===== src/rtl/beta_mem_pkg.sv =====
// ---------------------------------------------------------------------------
// beta_mem_pkg
//   Shared types and helpers for the unified-memory port arbiter.
//   - rd_owner_t : which requester owns the SRAM read data returning next cycle
//   - WORD_BYTES : bytes per SRAM word (32-bit words)
//   - byte_to_word() : converts a byte address into a word address
// ---------------------------------------------------------------------------
package beta_mem_pkg;

    typedef enum logic [1:0] {
        RD_NONE = 2'd0,
        RD_IF   = 2'd1,
        RD_DATA = 2'd2
    } rd_owner_t;

    localparam int WORD_BYTES = 4;

    // Drops the byte-offset bits; callers keep the low AW bits they need.
    function automatic logic [31:0] byte_to_word(input logic [31:0] byte_addr);
        return byte_addr >> $clog2(WORD_BYTES);
    endfunction

endpackage


===== src/rtl/mem_port_arbiter.sv =====
// ---------------------------------------------------------------------------
// mem_port_arbiter
//   Shares one single-port synchronous SRAM between the instruction-fetch
//   port (read-only) and the data port (load/store). Data has priority; a
//   streak counter forces a fetch grant after MAX_DSTREAK consecutive data
//   grants taken while a fetch was waiting.
//
// Handshake (both ports): a requester raises *_req with its address/data and
//   holds them stable until *_gnt is seen high in the same cycle; the access
//   is then taken at the next clock edge. *_gnt is combinational from the
//   request and registered state. Read data comes back with *_rvalid exactly
//   one cycle after a read grant; stores never produce *_rvalid. Dropping
//   *_req before it is granted is allowed and leaves no trace.
//
// Ports
//   clk          clock, all state on posedge
//   rst          asynchronous, active-low reset
//   i_req/i_addr fetch request and byte address
//   i_gnt        fetch granted this cycle
//   i_rvalid/i_rdata  fetched word, cycle after i_gnt
//   d_req/d_we/d_addr/d_wdata  data request (d_we=1 store, 0 load)
//   d_gnt        data granted this cycle
//   d_rvalid/d_rdata  loaded word, cycle after load grant
//   sram_en/sram_we/sram_addr/sram_wdata  SRAM command
//   sram_rdata   SRAM read data, valid cycle after a read command
//
// Build option
//   MEM_ARB_STATS_EN : adds saturating 32-bit counters stat_i_gnt,
//   stat_d_gnt and stat_i_stall, readable hierarchically. Port list is the
//   same with or without it.
//
// Observability: the read-return owner state is the internal signal rd_owner.
// ---------------------------------------------------------------------------
module mem_port_arbiter
    import beta_mem_pkg::*;
#(
    parameter int AW          = 10,
    parameter int MAX_DSTREAK = 4
) (
    input  logic          clk,
    input  logic          rst,
    input  logic          i_req,
    input  logic [31:0]   i_addr,
    output logic          i_gnt,
    output logic          i_rvalid,
    output logic [31:0]   i_rdata,
    input  logic          d_req,
    input  logic          d_we,
    input  logic [31:0]   d_addr,
    input  logic [31:0]   d_wdata,
    output logic          d_gnt,
    output logic          d_rvalid,
    output logic [31:0]   d_rdata,
    output logic          sram_en,
    output logic          sram_we,
    output logic [AW-1:0] sram_addr,
    output logic [31:0]   sram_wdata,
    input  logic [31:0]   sram_rdata
);

    localparam logic [3:0] MAX_D = 4'(MAX_DSTREAK);

    logic [3:0] dstreak, dstreak_next;
    rd_owner_t  rd_owner, rd_owner_next;

    logic [31:0] i_word, d_word;
    assign i_word = byte_to_word(i_addr);
    assign d_word = byte_to_word(d_addr);

    // Upper word-address bits beyond the SRAM depth are ignored.
    logic unused_addr_bits;
    assign unused_addr_bits = ^{i_word[31:AW], d_word[31:AW]};

    // Grants and next-state. Grants are forced low while reset is asserted so
    // every output is quiet during reset.
    always_comb begin
        i_gnt         = 1'b0;
        d_gnt         = 1'b0;
        dstreak_next  = dstreak;
        rd_owner_next = RD_NONE;

        if (rst) begin
            if (d_req && !(i_req && dstreak == MAX_D)) begin
                d_gnt = 1'b1;
            end else if (i_req) begin
                i_gnt = 1'b1;
            end
        end

        // The streak only measures how long a waiting fetch has been passed over.
        if (!i_req || i_gnt) begin
            dstreak_next = 4'd0;
        end else if (d_gnt && dstreak != 4'hF) begin
            dstreak_next = dstreak + 4'd1;
        end

        if (i_gnt) begin
            rd_owner_next = RD_IF;
        end else if (d_gnt && !d_we) begin
            rd_owner_next = RD_DATA;
        end
    end

    always_ff @(posedge clk or negedge rst) begin
        if (!rst) begin
            dstreak  <= 4'd0;
            rd_owner <= RD_NONE;
        end else begin
            dstreak  <= dstreak_next;
            rd_owner <= rd_owner_next;
        end
    end

    // SRAM command: driven from whichever port holds the grant, zero when idle.
    always_comb begin
        sram_en    = i_gnt | d_gnt;
        sram_we    = d_gnt & d_we;
        sram_addr  = '0;
        sram_wdata = '0;
        if (d_gnt) begin
            sram_addr  = d_word[AW-1:0];
            sram_wdata = d_wdata;
        end else if (i_gnt) begin
            sram_addr  = i_word[AW-1:0];
        end
    end

    // Read return: route SRAM data to the owner of last cycle's read.
    assign i_rvalid = (rd_owner == RD_IF);
    assign d_rvalid = (rd_owner == RD_DATA);
    assign i_rdata  = i_rvalid ? sram_rdata : 32'd0;
    assign d_rdata  = d_rvalid ? sram_rdata : 32'd0;

`ifdef MEM_ARB_STATS_EN
    logic [31:0] stat_i_gnt;
    logic [31:0] stat_d_gnt;
    logic [31:0] stat_i_stall;

    always_ff @(posedge clk or negedge rst) begin
        if (!rst) begin
            stat_i_gnt   <= 32'd0;
            stat_d_gnt   <= 32'd0;
            stat_i_stall <= 32'd0;
        end else begin
            if (i_gnt && stat_i_gnt != '1) begin
                stat_i_gnt <= stat_i_gnt + 32'd1;
            end
            if (d_gnt && stat_d_gnt != '1) begin
                stat_d_gnt <= stat_d_gnt + 32'd1;
            end
            if (i_req && !i_gnt && stat_i_stall != '1) begin
                stat_i_stall <= stat_i_stall + 32'd1;
            end
        end
    end
`endif

endmodule


===== config.mk =====
export PLATFORM = sky130hd
export DESIGN_NAME = mem_port_arbiter
export DESIGN_NICKNAME = d
export VERILOG_FILES = /design/src/rtl/beta_mem_pkg.sv /design/src/rtl/mem_port_arbiter.sv
export SDC_FILE = /design/constraint.sdc
export NUM_CORES = 1
export LEC_CHECK = 0
export CORE_AREA = 2 2 95 97
export DETAILED_ROUTE_END_ITERATION = 10
export DIE_AREA = 0 0 97 99
export SLEW_MARGIN = 15
export SYNTH_ARGS = -nofsm -noshare
export SYNTH_HDL_FRONTEND = slang
export SYNTH_SLANG_ARGS = --single-unit

===== constraint.sdc =====
create_clock -name clk -period 4.1 [get_ports clk]
set_input_delay 0.82 -clock clk [delete_from_list [all_inputs] [get_ports clk]]
set_output_delay 0.82 -clock clk [all_outputs]
set_load 0.1 [all_outputs]

==> results of run 1 <==
-- placed cells by master (no fill, tap or decap), drive strengths merged, types with 3 or more instances in the layout --
cell           instances
buf                  116
a22o                  10
dfrtp                  6
clkdlybuf4s50         88
a21oi                  3
nor2b                  3
and2                  65
clkbuf                 3
inv                    4
and3                  35
nor2                   3
-- power breakdown --
group          internal [W]  total [W]  leakage [nW]  switching, W
clock             0.0000629  0.0000867        0.0216     0.0000237
combinational      0.000192   0.000532          1.61      0.000340
sequential        0.0000610  0.0000621        0.0823    0.00000108
-- layer usage --
layer,global-route usage,share of wire,vias to the layer above,wire length [um]
met3,0.0489,0.13,6,742
li1,-,-,949,-
met1,0.123,0.36,782,2040
met5,0,0,-,0
met2,0.193,0.49,128,2750
met4,0.0173,0.0097,0,54
-- through the flow --
step | cell area (um2) | power [W] | setup slack (ns) | hold slack [ns] | utilization
after detailed placement | 3550 | 0.000598 | 0.558 | 0.569 | 0.415
final | 3590 | 0.000681 | 0.595 | 0.574 | 0.420
after floorplan | 1170 | 0.000384 | 0.839 | 0.524 | -
after global routing | 3590 | 0.000705 | 0.418 | 0.600 | 0.420
after global placement | 3550 | 0.000596 | 0.621 | 0.564 | 0.415
after CTS | 3590 | 0.000687 | 0.570 | 0.574 | 0.420
-- state kept, by name, indices dropped and copies added (netlist names) --
name	count
rd_owner	2
dstreak	4
-- path summary, 6_finish.rpt --
path	start	slack, ns	to
max	rst	0.60	sram_addr[9]
min	dstreak[0]	0.57	dstreak[0]
max reg2reg	dstreak[0]	2.28	dstreak[2]
min reg2reg	dstreak[0]	0.57	dstreak[0]
max in group asynchronous	rst	2.86	dstreak[3]
min in group asynchronous	rst	0.92	dstreak[1]
-- kinds of logic (layout without fill, tap and decap cells) --
| kind of cell | after synthesis | count (layout) | share of synthesized area |
|---|---|---|---|
| AO/OA/AOI/OAI | 20 | 20 | 0.146 |
| adder cells (fa/ha/maj) | 2 | 2 | 0.0213 |
| buffers and inverters | 20 | 211 | 0.0779 |
| flip-flops | 6 | 6 | 0.128 |
| AND/OR/NAND/NOR | 116 | 116 | 0.626 |
-- layout make-up --
type                    instances  area share
clock buffers                   3      0.0115
inverters                       4     0.00418
multi-input cells             138       0.261
flip-flops and latches          6      0.0418
well taps                     108      0.0376
repair buffers                204       0.644
-- critical path: cells and delay by family --
family          cells  cell delay, ns
compound gates      1            0.27
simple gates        2            0.66
buf+inv             2            0.93
==> metrics.txt, run 1 <==
# TYPE chip_impl_metric gauge
chip_impl_metric{name="clock-sinks",unit=""} 6
chip_impl_metric{name="die_h",unit="um"} 99
chip_impl_metric{name="grt_start_max_net_pins",unit=""} 34
chip_impl_metric{name="grt_overflow",unit=""} 0
chip_impl_metric{name="critical_path_peak_fanout",unit=""} 11
chip_impl_metric{name="synth_seq_area_share",unit=""} 0.128
chip_impl_metric{name="gp_routability_congestion",unit=""} 0.825
chip_impl_metric{name="number_of_distinct_library_cells_after_synthesis",unit=""} 29
chip_impl_info{name="critical_path.slowest_cell",value="clkdlybuf4s50_1"} 1
chip_impl_metric{name="yosys_warnings",unit=""} 0
chip_impl_metric{name="fillers",unit=""} 834
chip_impl_metric{name="cap_viol_max_count",unit=""} 0
chip_impl_metric{name="min_delay_path_depth",unit=""} 2
chip_impl_metric{name="power_leakage",unit="nW"} 1.72
chip_impl_info{name="netlist_top_cells_count",value="65 x and2_1, 35 x and3_1, 12 x clkbuf_1"} 1
chip_impl_metric{name="fmax",unit="MHz"} 285
chip_impl_metric{name="route.detailed.wl_per_inst",unit="um"} 12.0
chip_impl_metric{name="design.portCount",unit=""} 245
chip_impl_metric{name="fp.dieArea",unit="um2"} 9600
chip_impl_metric{name="floorplan.rows",unit=""} 34
chip_impl_metric{name="cts.path.max_buffers",unit=""} 2
chip_impl_info{name="status",value="completed"} 1
chip_impl_info{name="unrepaired_setup_endpoints_after_global_routing",value="false"} 1
chip_impl_metric{name="core",unit="um2"} 8550
chip_impl_metric{name="numPlacedInstances",unit=""} 460
chip_impl_metric{name="critical_path.max_stage_delay",unit="ns"} 0.75
chip_impl_metric{name="largest_voltage_drop_on_the_vdd_net",unit="V"} 0.000106
chip_impl_info{name="critical_path.endpoint_type",value="output pin"} 1
chip_impl_metric{name="groute.usage.overall",unit=""} 0.109
chip_impl_metric{name="die_boundary_width",unit="um"} 97
chip_impl_metric{name="firstDrtPassIters",unit=""} 4
chip_impl_metric{name="syn_to_final_growth",unit="%"} 206
chip_impl_metric{name="syn_inst",unit=""} 164
chip_impl_info{name="cts_tree",value="done"} 1
chip_impl_metric{name="antenna_found_initial",unit=""} 0
chip_impl_metric{name="finalNetCount",unit=""} 492
chip_impl_metric{name="clock_tree.htree_level_count",unit=""} 1
chip_impl_info{name="synth_most_common_cell",value="and2_1"} 1
chip_impl_info{name="cp-start-kind",value="primary input"} 1
chip_impl_metric{name="netlist_area",unit="um2"} 1170
chip_impl_metric{name="initialDrtViolationCount",unit=""} 8
chip_impl_metric{name="final_max_slew_viol_count",unit=""} 0
chip_impl_metric{name="timing.final.setup_violations",unit=""} 0
chip_impl_metric{name="num_vias",unit=""} 1865
chip_impl_metric{name="pwr_density_cell",unit="nW/um2"} 189
chip_impl_metric{name="ff2ff_path_depth",unit=""} 6
chip_impl_metric{name="ant_nets",unit=""} 0
chip_impl_metric{name="port-buffer-count",unit=""} 200
chip_impl_metric{name="finalClockSkew",unit="ns"} 0.00349
chip_impl_metric{name="slew_headroom",unit=""} 0.361
chip_impl_info{name="timing.hold.worst.class",value="reg -> reg"} 1
chip_impl_metric{name="clock_insertion_delay_worst_skew",unit="ns"} 0.22
chip_impl_info{name="postSynth.topFlopCell",value="dfrtp_1"} 1
chip_impl_metric{name="fin_cells",unit=""} 463
chip_impl_metric{name="remaining_drc_errors",unit=""} 0
chip_impl_metric{name="asyncSetResetFlopFracSynth",unit=""} 1.00
chip_impl_metric{name="num_antenna_cells",unit=""} 0
chip_impl_metric{name="synth_net_count",unit=""} 299
chip_impl_metric{name="layout_worst_path_cycle_share",unit=""} 0.855
chip_impl_metric{name="synth_top_cell_area_share",unit=""} 0.347
chip_impl_metric{name="cts-hold-fix-buffers",unit=""} 0
chip_impl_metric{name="grt_pass1_vias",unit=""} 1786
chip_impl_metric{name="final_hold_viol_count",unit=""} 0
chip_impl_metric{name="cp.required",unit="ns"} 3.28
chip_impl_metric{name="clk_pin_slew_worst_paths",unit="ns"} 0.04
chip_impl_metric{name="synth-seq-cells",unit=""} 6
chip_impl_info{name="ys_top_cells_by_area",value="and2_1 35%, and3_1 19%, dfrtp_1 13%"} 1
chip_impl_metric{name="postCtsSetupBuffers",unit=""} 0
chip_impl_metric{name="drive_gt1_frac",unit=""} 0.375
chip_impl_metric{name="max_slew.worst_pin.slew",unit="ns"} 0.954
chip_impl_metric{name="detailed_place_hpwl",unit="mm"} 4.77
chip_impl_metric{name="synth_edf_count",unit=""} 0
chip_impl_metric{name="final-seq-area",unit="um2"} 150
chip_impl_metric{name="data_arrival_at_the_endpoint_of_the_critical_path",unit="ns"} 2.68
chip_impl_metric{name="finalWirelength",unit="mm"} 5.58
chip_impl_metric{name="wire_length_of_the_first_global_routing_pass",unit="mm"} 8.91
chip_impl_metric{name="ctsResizeCount",unit=""} 0
chip_impl_metric{name="finalCriticalPeriod",unit="ns"} 3.50
chip_impl_info{name="root_buffer_cell",value="clkbuf_8"} 1
chip_impl_metric{name="cts_buffers",unit=""} 3
chip_impl_metric{name="multi_input_area",unit="um2"} 936
chip_impl_metric{name="postSynthAreaPerCell",unit="um2"} 7.15
chip_impl_metric{name="via_per_inst",unit=""} 4.03
chip_impl_info{name="crit_chain",value="clkdlybuf4s50_1, nand2_1, nor2_2, a22o_1, buf_12"} 1
chip_impl_info{name="crit_type",value="in -> out"} 1
chip_impl_metric{name="final.setup.tns",unit="ns"} 0
chip_impl_metric{name="initial_core_utilization",unit=""} 0.137
chip_impl_info{name="synth_area_leader_cell",value="and2_1"} 1
(Power assumes the default switching activity.)
==> run 2: changes to the inputs <==
- CELL_PAD_IN_SITES_DETAIL_PLACEMENT: not set -> 0
- CELL_PAD_IN_SITES_GLOBAL_PLACEMENT: not set -> 1
- CORE_AREA: 2 2 95 97 -> not set
- CORE_UTILIZATION: not set -> 11
- DIE_AREA: 0 0 97 99 -> not set
- PLACE_DENSITY_LB_ADDON: not set -> 0.1
==> run 2 against run 1 <==
Compared with the run above:
- fmax up 6.1%
- total power is 0.18% higher
- critical path depth did not move
- combinational power hardly changed
- cell count rose by 6.5%
- hold slack improved by 0.042 ns
- clock skew is 0.0031 ns lower
- first-iteration DRC count rose to 10 times the previous value
- register-to-register slack worse by 0.04 ns
- non-clock buffer count increased by 2
- sequential cell count unchanged
- sequential share of layout area is 0.063 points lower
- critical path type unchanged
==> metrics.txt, run 2 (synthesized netlist as in run 1, its figures left out) <==
# TYPE chip_impl_metric gauge
chip_impl_metric{name="max_slew.worst_pin.slew",unit="ns"} 1.03
chip_impl_metric{name="finalWorstSetupSlack",unit="ns"} 0.797
chip_impl_info{name="cts_tree",value="done"} 1
chip_impl_metric{name="postCtsSetupBuffers",unit=""} 0
chip_impl_metric{name="finalWirelength",unit="mm"} 5.88
chip_impl_info{name="layout_commonest_cell",value="clkdlybuf4s50_1"} 1
chip_impl_info{name="root_buffer_cell",value="clkbuf_8"} 1
chip_impl_metric{name="groute.usage.overall",unit=""} 0.0957
chip_impl_metric{name="route.detailed.wl_per_inst",unit="um"} 11.9
chip_impl_metric{name="die_boundary_width",unit="um"} 105
chip_impl_metric{name="port-buffer-count",unit=""} 200
chip_impl_info{name="cp-start-kind",value="primary input"} 1
chip_impl_metric{name="internal_power",unit="W"} 0.000318
chip_impl_metric{name="layout_worst_path_cycle_share",unit=""} 0.806
chip_impl_metric{name="data_arrival_at_the_endpoint_of_the_critical_path",unit="ns"} 2.48
chip_impl_metric{name="power_leakage",unit="nW"} 1.73
chip_impl_metric{name="numPlacedInstances",unit=""} 490
chip_impl_metric{name="grt_start_max_net_pins",unit=""} 38
chip_impl_metric{name="finalCriticalPeriod",unit="ns"} 3.30
chip_impl_metric{name="p_clk_frac",unit=""} 0.125
chip_impl_metric{name="ant_nets",unit=""} 0
chip_impl_metric{name="finalNetCount",unit=""} 494
chip_impl_metric{name="core",unit="um2"} 10300
chip_impl_metric{name="cp.required",unit="ns"} 3.28
chip_impl_metric{name="power.share.sequential",unit=""} 0.092
chip_impl_metric{name="fmax",unit="MHz"} 303
chip_impl_metric{name="num_antenna_cells",unit=""} 0
chip_impl_info{name="unrepaired_setup_endpoints_after_global_routing",value="false"} 1
chip_impl_info{name="critical_path.endpoint_type",value="output pin"} 1
chip_impl_metric{name="remaining_drc_errors",unit=""} 0
chip_impl_metric{name="pre_cts_ws",unit="ns"} 0.771
chip_impl_metric{name="fin_cells",unit=""} 493
chip_impl_metric{name="power.switching_fraction",unit=""} 0.534
chip_impl_metric{name="initial_core_utilization",unit=""} 0.114
chip_impl_metric{name="design.portCount",unit=""} 245
chip_impl_metric{name="final_hold_viol_count",unit=""} 0
chip_impl_metric{name="ctsResizeCount",unit=""} 0
chip_impl_metric{name="via_per_inst",unit=""} 3.91
chip_impl_metric{name="final.setup.tns",unit="ns"} 0
chip_impl_metric{name="wire_length_of_the_first_global_routing_pass",unit="mm"} 8.59
chip_impl_info{name="crit_chain",value="clkdlybuf4s50_1, and4b_2, nor2_2, a22o_1, buf_12"} 1
chip_impl_metric{name="initialDrtViolationCount",unit=""} 81
chip_impl_metric{name="clk_pin_slew_worst_paths",unit="ns"} 0.03
chip_impl_info{name="status",value="completed"} 1
chip_impl_metric{name="final_max_slew_viol_count",unit=""} 0
chip_impl_metric{name="grt_overflow",unit=""} 0
chip_impl_info{name="mostFrequentLayoutCells",value="88 x clkdlybuf4s50_1, 73 x buf_4, 65 x and2_1"} 1
chip_impl_metric{name="timing.final.setup_violations",unit=""} 0
chip_impl_metric{name="gp_routability_congestion",unit=""} 0.722
chip_impl_metric{name="cap_viol_max_count",unit=""} 0
chip_impl_metric{name="clock_insertion_delay_worst_skew",unit="ns"} 0.22
chip_impl_metric{name="drive_gt1_frac",unit=""} 0.378
chip_impl_info{name="reg.largest.list",value="dstreak (4), rd_owner (2)"} 1
chip_impl_metric{name="power.share.combinational",unit=""} 0.783
chip_impl_metric{name="cts_buffers",unit=""} 3
chip_impl_metric{name="pwr_density_cell",unit="nW/um2"} 187
chip_impl_metric{name="grt_pass1_vias",unit=""} 1721
chip_impl_metric{name="cts.path.max_buffers",unit=""} 2
chip_impl_metric{name="floorplan.rows",unit=""} 37
chip_impl_metric{name="antenna_found_initial",unit=""} 0
chip_impl_metric{name="largest_register_ffs",unit=""} 4
chip_impl_info{name="top_register",value="dstreak"} 1
chip_impl_metric{name="fp.dieArea",unit="um2"} 11100
chip_impl_metric{name="die_h",unit="um"} 105
chip_impl_metric{name="slew_headroom",unit=""} 0.308
chip_impl_metric{name="largest_voltage_drop_on_the_vdd_net",unit="V"} 0.0000690
chip_impl_metric{name="syn_to_final_growth",unit="%"} 211
chip_impl_info{name="timing.hold.worst.class",value="reg -> reg"} 1
chip_impl_metric{name="finalClockSkew",unit="ns"} 0.000381
chip_impl_metric{name="firstDrtPassIters",unit=""} 4
chip_impl_metric{name="power.net_switching",unit="W"} 0.000364
chip_impl_metric{name="cts-hold-fix-buffers",unit=""} 0
chip_impl_metric{name="critical_path_peak_fanout",unit=""} 12
chip_impl_metric{name="detailed_place_hpwl",unit="mm"} 4.70
chip_impl_info{name="critical_path.slowest_cell",value="clkdlybuf4s50_1"} 1
chip_impl_metric{name="clock-sinks",unit=""} 6
chip_impl_metric{name="critical_path.max_stage_delay",unit="ns"} 0.50
chip_impl_metric{name="num_vias",unit=""} 1928
chip_impl_info{name="crit_type",value="in -> out"} 1
chip_impl_metric{name="clock_tree.htree_level_count",unit=""} 1
run 2: power groups by stage:
| stage | combinational (W) | clock, W | sequential [W] |
|---|---|---|---|
| after floorplan | 0.000321 | 0 | 0.0000624 |
| after global placement | 0.000536 | 0 | 0.0000629 |
| after detailed placement | 0.000537 | 0 | 0.0000630 |
| after CTS | 0.000538 | 0.0000895 | 0.0000623 |
| after global routing | 0.000551 | 0.0000940 | 0.0000627 |
| final | 0.000534 | 0.0000855 | 0.0000625 |
run 2: final timing paths:
path                                endpoint  cells past startpoint       start  slack (ns)
worst max-delay path            sram_addr[9]                      5       i_req        0.80
worst min-delay path              dstreak[0]                      2  dstreak[0]        0.62
worst max register to register    dstreak[2]                      6  dstreak[0]        2.24
worst min register to register    dstreak[0]                      2  dstreak[0]        0.62
max in group asynchronous         dstreak[0]                      2         rst        3.04
min in group asynchronous         dstreak[2]                      2         rst        0.93
run 2: routing by layer:
metal	up-vias	wire, um	share of wire	GRT usage
met5	-	0	0	0
met4	0	108	0.018	0.0352
met3	6	652	0.11	0.0272
met2	122	2990	0.51	0.180
met1	843	2130	0.36	0.0997
li1	957	-	-	-
run 2: cell type report:
class	instances	area [um2]
fillers	1047	6680
well taps	136	170
clock buffers	3	41.3
multi-input cells	138	941
flip-flops and latches	6	150
inverters	4	15.0
repair buffers	206	2330
run 2: worst max-delay path: cells and delay by family:
kind	cells	cell delay (ns)
and+or+nand+nor	2	0.71
buffers and inverters	2	0.68
AOI/OAI and AO/OA	1	0.27
run 2: stage by stage:
stage	area (um2)	hold slack (ns)	util	total power, W
after floorplan	1170	0.524	-	0.000384
after global placement	3600	0.596	0.349	0.000599
after detailed placement	3600	0.615	0.349	0.000600
after CTS	3640	0.623	0.353	0.000689
after global routing	3650	0.653	0.353	0.000707
final	3650	0.616	0.353	0.000682
==> run 3: changes to the inputs <==
- CORE_UTILIZATION: 11 -> 10
- clock period: 4.1 -> 3.05 ns (I/O delays scaled with it)
==> run 3 against run 2 <==
Compared with the run above:
- critical path depth increased by 1
- sequential share of layout area decreased by 0.81 points
- sequential power increased by 34%
- sequential cell count unchanged
- cell count increased by 1.8%
- hold slack got worse by 0.021 ns
- non-clock buffer count increased by 2
- global-route usage increased by 0.40 points
- register-to-register slack got worse by 0.81 ns
- die area increased by 9.8%
- core utilization increased by 4.4 points
- largest cell class unchanged
==> metrics.txt, run 3 (synthesized netlist as in run 1, its figures left out) <==
# TYPE chip_impl_metric gauge
chip_impl_metric{name="final-seq-area",unit="um2"} 150
chip_impl_metric{name="design.portCount",unit=""} 245
chip_impl_metric{name="slew_headroom",unit=""} 0.727
chip_impl_metric{name="ctsResizeCount",unit=""} 0
chip_impl_metric{name="groute.usage.overall",unit=""} 0.0997
chip_impl_metric{name="power.net_switching",unit="W"} 0.000515
chip_impl_metric{name="clk_pin_slew_worst_paths",unit="ns"} 0.03
chip_impl_metric{name="worstPathBufferInverterCount",unit=""} 3
chip_impl_info{name="reg.largest.list",value="dstreak (4), rd_owner (2)"} 1
chip_impl_metric{name="finalInstanceArea",unit="um2"} 4540
chip_impl_metric{name="port-buffer-count",unit=""} 200
chip_impl_info{name="status",value="completed"} 1
chip_impl_metric{name="p_clk_frac",unit=""} 0.193
chip_impl_metric{name="final_hold_viol_count",unit=""} 0
chip_impl_metric{name="data_arrival_at_the_endpoint_of_the_critical_path",unit="ns"} 2.16
chip_impl_metric{name="floorplan.rows",unit=""} 39
chip_impl_info{name="mostFrequentLayoutCells",value="112 x buf_12, 88 x clkdlybuf4s50_1, 65 x and2_1"} 1
chip_impl_metric{name="largest_register_ffs",unit=""} 4
chip_impl_info{name="layout_commonest_cell",value="buf_12"} 1
chip_impl_metric{name="grt_overflow",unit=""} 0
chip_impl_info{name="top_register",value="dstreak"} 1
chip_impl_metric{name="largest_voltage_drop_on_the_vdd_net",unit="V"} 0.000143
chip_impl_metric{name="critical_path_peak_fanout",unit=""} 13
chip_impl_metric{name="cap_viol_max_count",unit=""} 0
chip_impl_metric{name="num_antenna_cells",unit=""} 0
chip_impl_metric{name="power_leakage",unit="nW"} 1.95
chip_impl_metric{name="remaining_drc_errors",unit=""} 0
chip_impl_metric{name="fin_util",unit=""} 0.397
chip_impl_metric{name="drive_gt1_frac",unit=""} 0.382
chip_impl_metric{name="detailed_place_hpwl",unit="mm"} 5.41
chip_impl_metric{name="finalNetCount",unit=""} 496
chip_impl_metric{name="die_boundary_width",unit="um"} 110
chip_impl_metric{name="power.share.combinational",unit=""} 0.730
chip_impl_metric{name="ant_nets",unit=""} 0
chip_impl_metric{name="initial_core_utilization",unit=""} 0.103
chip_impl_metric{name="wire_length_of_the_first_global_routing_pass",unit="mm"} 9.41
chip_impl_info{name="crit_chain",value="clkdlybuf4s50_1, and4b_2, nor2_2, buf_4, a22o_2, buf_12"} 1
chip_impl_metric{name="timing.final.setup_violations",unit=""} 0
chip_impl_info{name="unrepaired_setup_endpoints_after_global_routing",value="false"} 1
chip_impl_metric{name="clock_insertion_delay_worst_skew",unit="ns"} 0.23
chip_impl_info{name="root_buffer_cell",value="clkbuf_16"} 1
chip_impl_metric{name="final_max_slew_viol_count",unit=""} 0
chip_impl_metric{name="fmax",unit="MHz"} 361
chip_impl_metric{name="cts-hold-fix-buffers",unit=""} 0
chip_impl_metric{name="reg2reg_slack",unit="ns"} 1.43
chip_impl_metric{name="num_vias",unit=""} 1928
chip_impl_info{name="cts_tree",value="done"} 1
chip_impl_metric{name="dpl-instance-area",unit="um2"} 4460
chip_impl_metric{name="pwr_density_cell",unit="nW/um2"} 239
chip_impl_metric{name="core",unit="um2"} 11400
chip_impl_metric{name="finalWirelength",unit="mm"} 6.52
chip_impl_metric{name="firstDrtPassIters",unit=""} 4
chip_impl_metric{name="postCtsSetupBuffers",unit=""} 0
chip_impl_metric{name="internal_power",unit="W"} 0.000570
chip_impl_metric{name="final.setup.tns",unit="ns"} 0
chip_impl_metric{name="power.switching_fraction",unit=""} 0.474
chip_impl_metric{name="clock_tree.htree_level_count",unit=""} 1
chip_impl_metric{name="max_slew.worst_pin.slew",unit="ns"} 0.407
chip_impl_info{name="critical_path.endpoint_type",value="output pin"} 1
chip_impl_info{name="critical_path.slowest_cell",value="clkdlybuf4s50_1"} 1
chip_impl_metric{name="grt_pass1_vias",unit=""} 1785
chip_impl_metric{name="antenna_found_initial",unit=""} 0
chip_impl_metric{name="via_per_inst",unit=""} 3.84
chip_impl_metric{name="die_h",unit="um"} 110
chip_impl_metric{name="route.detailed.wl_per_inst",unit="um"} 13.0
chip_impl_info{name="dominant_delay_contributor_by_cell_family_on_the_critical_path",value="buffers and inverters"} 1
chip_impl_metric{name="cp.required",unit="ns"} 2.44
chip_impl_metric{name="clock-sinks",unit=""} 6
chip_impl_metric{name="finalClockSkew",unit="ns"} 0.00191
chip_impl_metric{name="layout_worst_path_cycle_share",unit=""} 0.909
chip_impl_metric{name="critical_path.max_stage_delay",unit="ns"} 0.56
chip_impl_info{name="timing.hold.worst.class",value="reg -> reg"} 1
chip_impl_metric{name="gp_routability_congestion",unit=""} 0.767
chip_impl_info{name="crit_type",value="in -> out"} 1
chip_impl_metric{name="cts_buffers",unit=""} 3
chip_impl_info{name="cp-start-kind",value="primary input"} 1
chip_impl_metric{name="finalCriticalPeriod",unit="ns"} 2.77
chip_impl_metric{name="power.share.sequential",unit=""} 0.077
chip_impl_metric{name="initialDrtViolationCount",unit=""} 72
chip_impl_metric{name="fp.dieArea",unit="um2"} 12200
chip_impl_metric{name="fillers",unit=""} 1110
chip_impl_metric{name="cts.path.max_buffers",unit=""} 2
chip_impl_metric{name="grt_start_max_net_pins",unit=""} 37
chip_impl_metric{name="syn_to_final_growth",unit="%"} 287
chip_impl_metric{name="multi_input_area",unit="um2"} 936
run 3: per-stage QoR:
stage / cells / total power (W) / setup WS, ns / hold slack, ns
2_1_floorplan: 164 / 0.000516 / 0.271 / 0.314
3_3_place_gp: 499 / 0.000880 / 0.275 / 0.574
3_5_place_dp: 499 / 0.000883 / 0.269 / 0.586
4_1_cts: 502 / 0.00110 / 0.265 / 0.590
5_1_grt: 502 / 0.00113 / 0.211 / 0.651
6_report: 502 / 0.00109 / 0.277 / 0.596
run 3: area by class of cell:
class / count / share of cell area
timing repair buffer: 208 / 0.701
multi-input combinational: 138 / 0.206
tap: 143 / 0.0394
sequential: 6 / 0.0331
clock buffer: 3 / 0.0165
inverter: 4 / 0.00331
run 3: metal layers:
layer | global-route usage | vias to the layer above | share of wire
li1 | - | 955 | -
met1 | 0.109 | 864 | 0.38
met2 | 0.191 | 105 | 0.51
met3 | 0.0282 | 4 | 0.11
met4 | 0.0169 | 0 | 0.0058
met5 | 0 | - | 0
run 3: path summary, 6_finish.rpt:
check / start / endpoint / depth (start not counted)
setup / recovery: i_req / sram_addr[1] / 6
hold / removal: dstreak[1] / dstreak[1] / 2
setup reg to reg: dstreak[0] / dstreak[2] / 6
hold reg to reg: dstreak[1] / dstreak[1] / 2
max in group asynchronous: rst / rd_owner[0] / 2
min in group asynchronous: rst / dstreak[1] / 2
run 3: worst reg2reg max path: stages (launching register included):
cell and delay (ns):
dfrtp_1 0.40, inv_1 0.10, ha_1 0.23, and4b_2 0.30
nor2_2 0.04, buf_4 0.19, a311oi_1 0.27
run 3: power groups by stage:
stage / Sequential, W / Clock [W] / Combinational [W]
3_3_place_gp: 0.0000846 / 0 / 0.000795
6_report: 0.0000836 / 0.000209 / 0.000792
5_1_grt: 0.0000841 / 0.000222 / 0.000819
3_5_place_dp: 0.0000845 / 0 / 0.000798
4_1_cts: 0.0000836 / 0.000214 / 0.000800
2_1_floorplan: 0.0000839 / 0 / 0.000432
